### src/rtl/round_sat_arbiter_if.sv
// Requester/result handshake bundle for round_sat_arbiter.
// master = requesters plus result sink, slave = the arbiter itself.
interface round_sat_arbiter_if #(
  parameter int NREQ  = 4,
  parameter int IN_W  = 16,
  parameter int OUT_W = 10
);
  localparam int ID_W = (NREQ > 1) ? $clog2(NREQ) : 1;

  logic [NREQ-1:0]      req_valid;
  logic [NREQ*IN_W-1:0] req_data;
  logic [NREQ-1:0]      req_ready;
  logic                 mode;
  logic                 out_valid;
  logic [OUT_W-1:0]     out_data;
  logic [ID_W-1:0]      out_id;
  logic                 sat_flag;
  logic                 out_ready;

  modport master (
    output req_valid, req_data, mode, out_ready,
    input  req_ready, out_valid, out_data, out_id, sat_flag
  );

  modport slave (
    input  req_valid, req_data, mode, out_ready,
    output req_ready, out_valid, out_data, out_id, sat_flag
  );
endinterface

### src/rtl/round_sat_arbiter.sv
// Round-robin shared round-and-saturate unit: one registered result per cycle.
// SAT_STATS_EN adds a saturating count of clamped results (o_sat_count, i_stats_clr).
module round_sat_arbiter #(
  parameter int          NREQ      = 4,
  parameter int          IN_W      = 16,
  parameter int          FRAC_W    = 6,
  parameter int          OUT_W     = 10,
  parameter int          SAT_MAX   = 255,
  parameter logic [15:0] LFSR_SEED = 16'hACE1
) (
  input  logic                i_clk,
  input  logic                i_rst,
`ifdef SAT_STATS_EN
  input  logic                i_stats_clr,
  output logic [15:0]         o_sat_count,
`endif
  round_sat_arbiter_if.slave  bus
);
  localparam int ID_W = (NREQ > 1) ? $clog2(NREQ) : 1;
  localparam int T_W  = IN_W - FRAC_W + 1;
  localparam logic signed [31:0] SAT_P = 32'(SAT_MAX);
  localparam logic signed [31:0] SAT_N = -32'(SAT_MAX);
  localparam logic [15:0] SEED = (LFSR_SEED == 16'h0000) ? 16'h0001 : LFSR_SEED;

  logic                 r_out_valid;
  logic [OUT_W-1:0]     r_out_data;
  logic [ID_W-1:0]      r_out_id;
  logic                 r_sat_flag;
  logic [ID_W-1:0]      r_rr_ptr;
  logic [15:0]          r_lfsr;

  logic                 w_can_acc;
  logic                 w_gnt_vld;
  logic [ID_W-1:0]      w_gnt;
  logic [ID_W-1:0]      w_idx;
  logic                 w_xfer;
  logic [IN_W-1:0]      w_words [NREQ];
  logic [IN_W-1:0]      w_word;
  logic signed [IN_W-1:0] w_sh;
  logic [T_W-1:0]       w_t;
  logic                 w_inc;
  logic [T_W-1:0]       w_r;
  logic signed [31:0]   w_r32;
  logic [OUT_W-1:0]     w_res;
  logic                 w_sat;
  logic [15:0]          w_lfsr_nxt;
  logic [ID_W-1:0]      w_rr_nxt;

  assign w_can_acc = !r_out_valid || bus.out_ready;

  always_comb begin
    w_gnt_vld = 1'b0;
    w_gnt     = '0;
    w_idx     = '0;
    for (int k = 0; k < NREQ; k++) begin
      w_idx = ID_W'((int'(r_rr_ptr) + k) % NREQ);
      if (!w_gnt_vld && bus.req_valid[w_idx]) begin
        w_gnt_vld = 1'b1;
        w_gnt     = w_idx;
      end
    end
  end

  assign w_xfer = w_gnt_vld && w_can_acc && !i_rst;

  always_comb begin
    bus.req_ready = '0;
    if (w_xfer) bus.req_ready[w_gnt] = 1'b1;
  end

  always_comb begin
    for (int k = 0; k < NREQ; k++) w_words[k] = bus.req_data[k*IN_W +: IN_W];
  end

  assign w_word = w_words[w_gnt];
  assign w_sh   = $signed(w_word) >>> FRAC_W;
  assign w_t    = {w_sh[IN_W-FRAC_W-1], w_sh[IN_W-FRAC_W-1:0]};
  // Stochastic rounds up with probability f / 2^FRAC_W using the low LFSR bits.
  assign w_inc  = bus.mode ? (r_lfsr[FRAC_W-1:0] < w_word[FRAC_W-1:0]) : w_word[FRAC_W-1];
  assign w_r    = w_t + T_W'(w_inc);
  assign w_r32  = {{(32-T_W){w_r[T_W-1]}}, w_r};

  always_comb begin
    w_sat = 1'b0;
    w_res = w_r32[OUT_W-1:0];
    if (w_r32 > SAT_P) begin
      w_sat = 1'b1;
      w_res = SAT_P[OUT_W-1:0];
    end else if (w_r32 < SAT_N) begin
      w_sat = 1'b1;
      w_res = SAT_N[OUT_W-1:0];
    end
  end

  assign w_lfsr_nxt = {1'b0, r_lfsr[15:1]} ^ (r_lfsr[0] ? 16'hB400 : 16'h0000);
  assign w_rr_nxt   = ID_W'((int'(w_gnt) + 1) % NREQ);

  always_ff @(posedge i_clk or posedge i_rst) begin
    if (i_rst) begin
      r_out_valid <= 1'b0;
      r_out_data  <= '0;
      r_out_id    <= '0;
      r_sat_flag  <= 1'b0;
      r_rr_ptr    <= '0;
      r_lfsr      <= SEED;
    end else if (w_xfer) begin
      r_out_valid <= 1'b1;
      r_out_data  <= w_res;
      r_out_id    <= w_gnt;
      r_sat_flag  <= w_sat;
      r_rr_ptr    <= w_rr_nxt;
      if (bus.mode) r_lfsr <= w_lfsr_nxt;
    end else if (bus.out_ready) begin
      r_out_valid <= 1'b0;
    end
  end

  assign bus.out_valid = r_out_valid;
  assign bus.out_data  = r_out_data;
  assign bus.out_id    = r_out_id;
  assign bus.sat_flag  = r_sat_flag;

`ifdef SAT_STATS_EN
  logic [15:0] r_sat_count;

  always_ff @(posedge i_clk or posedge i_rst) begin
    if (i_rst) begin
      r_sat_count <= '0;
    end else if (i_stats_clr) begin
      r_sat_count <= '0;
    end else if (w_xfer && w_sat && (r_sat_count != 16'hFFFF)) begin
      r_sat_count <= r_sat_count + 16'd1;
    end
  end

  assign o_sat_count = r_sat_count;
`endif
endmodule
### src/flat_wrapper.sv
// flat-port wrapper written by rule: the top's interface ports become plain ports
module round_sat_arbiter_flat 
#(
  parameter int          NREQ      = 4,
  parameter int          IN_W      = 16,
  parameter int          FRAC_W    = 6,
  parameter int          OUT_W     = 10,
  parameter int          SAT_MAX   = 255,
  parameter logic [15:0] LFSR_SEED = 16'hACE1
)
  (i_clk, i_rst, bus_req_valid, bus_req_data, bus_mode, bus_out_ready, bus_req_ready, bus_out_valid, bus_out_data, bus_out_id, bus_sat_flag);
  round_sat_arbiter_if #(.NREQ(NREQ), .IN_W(IN_W), .OUT_W(OUT_W)) bus_i ();
  input  logic i_clk;
  input  logic i_rst;
  input wire logic [$bits(bus_i.req_valid)-1:0] bus_req_valid;
  input wire logic [$bits(bus_i.req_data)-1:0] bus_req_data;
  input wire logic [$bits(bus_i.mode)-1:0] bus_mode;
  input wire logic [$bits(bus_i.out_ready)-1:0] bus_out_ready;
  output wire logic [$bits(bus_i.req_ready)-1:0] bus_req_ready;
  output wire logic [$bits(bus_i.out_valid)-1:0] bus_out_valid;
  output wire logic [$bits(bus_i.out_data)-1:0] bus_out_data;
  output wire logic [$bits(bus_i.out_id)-1:0] bus_out_id;
  output wire logic [$bits(bus_i.sat_flag)-1:0] bus_sat_flag;
  assign bus_i.req_valid = bus_req_valid;
  assign bus_i.req_data = bus_req_data;
  assign bus_i.mode = bus_mode;
  assign bus_i.out_ready = bus_out_ready;
  assign bus_req_ready = bus_i.req_ready;
  assign bus_out_valid = bus_i.out_valid;
  assign bus_out_data = bus_i.out_data;
  assign bus_out_id = bus_i.out_id;
  assign bus_sat_flag = bus_i.sat_flag;
  round_sat_arbiter #(.NREQ(NREQ), .IN_W(IN_W), .FRAC_W(FRAC_W), .OUT_W(OUT_W), .SAT_MAX(SAT_MAX), .LFSR_SEED(LFSR_SEED)) u_core (.i_clk(i_clk), .i_rst(i_rst), .bus(bus_i));
endmodule
### config.mk
export PLATFORM = sky130hd
export DESIGN_NAME = round_sat_arbiter_flat
export DESIGN_NICKNAME = d
export VERILOG_FILES = /design/src/rtl/round_sat_arbiter_if.sv /design/src/rtl/round_sat_arbiter.sv /design/src/flat_wrapper.sv
export SDC_FILE = /design/constraint.sdc
export NUM_CORES = 1
export LEC_CHECK = 0
export CAP_MARGIN = 10
export CORE_AREA = 2 2 88 90
export CTS_BUF_LIST = sky130_fd_sc_hd__clkbuf_2
export CTS_CLUSTER_DIAMETER = 80
export DETAILED_ROUTE_END_ITERATION = 6
export DIE_AREA = 0 0 90 92
export GPL_ROUTABILITY_DRIVEN = 0
export PLACE_DENSITY = 0.78
export SLEW_MARGIN = 15
export SYNTH_ARGS = -nofsm -noshare
export SYNTH_HDL_FRONTEND = slang
export SYNTH_SLANG_ARGS = --single-unit
### constraint.sdc
create_clock -name i_clk -period 4 [get_ports i_clk]
set_input_delay 0.8 -clock i_clk [delete_from_list [all_inputs] [get_ports i_clk]]
set_output_delay 0.8 -clock i_clk [all_outputs]
set_load 0.02 [all_outputs]
==> out/metrics.yaml <==
status: "complete, but fails checks"
violations: "negative setup slack"
ys_seq_elements: 32
ys_top_cells_by_area: "dfrtp_1 (21%), dfstp_2 (7.4%), nand2_1 (7.4%)"
pre_cts_slack_ps: -941
initial_utilization_pct: 38.3
synth.avg_cell_area_um2: 8.76
tightest_slew_ps: 643
dp_hpwl_um: 6610
max-cap-violations: 0
clockPowerShare_pct: 7.7
cpPeakStageDelay_ps: 530
syn_area_um2: 2860
timing_hold_violations_final: 0
synth_ff_type: "dfrtp_1"
ctsHoldBuffers: 0
ys_types: 67
overflow: 0
synth_cells: 326
critPathArrivalTime_ps: 4390
p_switching_mw: 1.27
rsz0062_at_grt: "yes"
grt_pass1_vias: 3087
die_h_um: 92
drc: 0
rows: 32
antenna_cells: 0
ys_async_sr_fraction_pct: 100
cp_max_fo: 5
core_area_um2: 7450
max_freq_ghz: 0.244
fin_crit_ps: 4100
clockRootBuffer: "clkbuf_2"
viasPerCell: 5.56
io_buffers: 89
slowest_stage: "or4_4"
critPathRequiredTime_ps: 4290
drt_wl_total_um: 8980
dr.first_iter.drc_count: 140
syn_to_final_growth_pct: 53.1
yosysMostFrequentCell: "nand2_1"
leakagePower_nw: 1.79
syn_nets: 409
clock_latency_ps: 370
slew_viol_final: 0
die_area_um2: 8280
final_cell_count_no_fill: 557
min_period_over_period_pct: 102
cts-buffers-inserted: 5
path_clk_slew_ps: 140
setup_violations: 4
nets: 537
ys_seq_area_share_pct: 28.4
clock-sinks: 32
combinationalPowerShare_pct: 71.5
critPathKind: "in -> reg"
cpLargestDelayFamily: "simple AND/OR/NAND/NOR gates"
track_usage_pct: 21.1
powerDensity_nw_per_um2: 646
synth_top_area_cell: "dfrtp_1"
final_core_util_pct: 58.7
layout_setup_ws_ps: -99.3
tritoncts: "yes"
first_pass_iters: 5
synth_edf_count: 0
antenna_found_initial: 0
wire_per_inst_um: 16.1
internal-power_mw: 1.55
grt_max_degree: 33
start_kind: "input pin"
grt_pass1_wl_um: 14400
yosysWarnings: 0
drive_gt1_share_pct: 29.9
power.share.switching_pct: 45.1
tns_ps: -220
crit_buf_inv: 2
cts_max_path_buffers: 2
dp.cells: 542
ir_drop_mv: 0.295
slew_headroom_pct: 57.1
cp-end-kind: "flop"
power_frac_seq_pct: 20.9
ios: 90
vias: 3096
worstHoldPathType: "reg -> reg"
h-tree-depth: 2
crit_chain: "buf_8 -> nor2b_2 -> or4_4 -> and2_4 -> inv_6 -> nand2_2 -> nand2_2 -> o21ai_2 -> ha_1 -> nor2b_1 -> o21ai_1 -> a21oi_1 -> o41ai_2 -> ha_2 -> ha_4 -> nand2_4 -> or4_4 -> a311oi_2 -> a21oi_2 -> a31oi_1"
netlist.area_leader.share_pct: 21.0
drtAntennaViolNets: 0
power_mw: 2.83
synth_common_cells: "nand2_1 (56), dfrtp_1 (24), nand3_1 (23), nor2_1 (22), mux2_2 (13)"
die_w_um: 90
finalClockSkew_ps: 11.6
[cells by family (layout without fill, tap and decap cells)]
group / after synthesis / after routing / share of synthesized area (%)
AND/OR/NAND/NOR: 159 / 160 / 29.3
XOR/XNOR: 9 / 9 / 2.76
flip-flops: 32 / 32 / 28.4
buffers and inverters: 27 / 155 / 5.56
AO/OA/AOI/OAI: 73 / 73 / 23.3
multiplexers: 15 / 15 / 5.83
adder cells (fa/ha/maj): 11 / 11 / 4.82
[final cells by class]
cell class,instances,area [um2]
Timing Repair Buffer,141,1290
Clock buffer,6,30.0
Tap cell,102,128
Multi-Input combinational cell,268,2050
Fill cell,652,3080
Sequential cell,32,811
Timing Repair inverter,1,3.75
Inverter,5,23.8
Clock inverter,2,35.0
[cell usage in the layout, fill, tap and decap left out, types with 9 or more instances in the layout]
cell / n
nand2_1: 53
nor3b_1: 10
mux2_2: 13
nand3_1: 22
a221oi_1: 9
a21bo_1: 9
clkdlybuf4s50_1: 85
nor2_1: 20
dfrtp_1: 24
nor4_1: 10
ha_1: 9
buf_4: 49
[layer usage]
layer | vias to the layer above | global-route usage, % | share of wire (%)
met2 | 131 | 37.2 | 50
li1 | 1468 | - | -
met1 | 1467 | 25.4 | 41
met3 | 30 | 4.52 | 5.7
met4 | 0 | 7.82 | 3.2
met5 | - | 0 | 0
[repair_timing]
item                                    CTS  global route
endpoints found under the setup margin   14             9
pin swaps                                16             2
buffers inserted                          4             2
endpoints found under the hold margin     0             0
cloned                                    2             0
resized for setup                        30            18
[power by group through the flow]
stage	registers, mW	logic [mW]	clock network (mW)
finish	0.590	2.02	0.216
global route	0.608	2.18	0.240
CTS	0.589	1.92	0.222
detailed placement	0.594	1.85	0
global placement	0.587	1.80	0
floorplan	0.628	1.16	0
[flip-flops by register name, summed over array words and instances (netlist names)]
name                  cells
u_core.bus.out_data      10
u_core.bus.out_id         2
u_core.bus.out_valid      1
u_core.bus.sat_flag       1
u_core.r_lfsr            16
u_core.r_rr_ptr           2
[worst reg2reg max path, delay by kind of cell, from the launching register on]
family / cells / cell delay, ps
flops: 1 / 470
simple gates: 8 / 1560
compound gates: 7 / 1020
buf+inv: 1 / 80
fa+ha+maj: 3 / 750
[per-stage QoR]
stage	instance area, um2	hold WS [ps]
detailed placement	4130	471
CTS	4280	507
global placement	4130	466
global route	4370	530
floorplan	2920	473
finish	4370	508
[path summary, 6_finish.rpt]
| path | startpoint | cells past startpoint | slack [ps] | endpoint |
|---|---|---|---|---|
| max | bus_req_valid[0] | 20 | -100 | u_core.bus.out_data[0] |
| min | u_core.bus.out_data[8] | 2 | 510 | u_core.bus.out_data[8] |
| max reg2reg | u_core.r_rr_ptr[0] | 19 | 30 | u_core.bus.out_data[0] |
| min reg2reg | u_core.bus.out_data[8] | 2 | 510 | u_core.bus.out_data[8] |
| max in group asynchronous | i_rst | 3 | 2560 | u_core.r_lfsr[10] |
| min in group asynchronous | i_rst | 2 | 870 | u_core.r_rr_ptr[0] |
(Power assumes the default switching activity.)
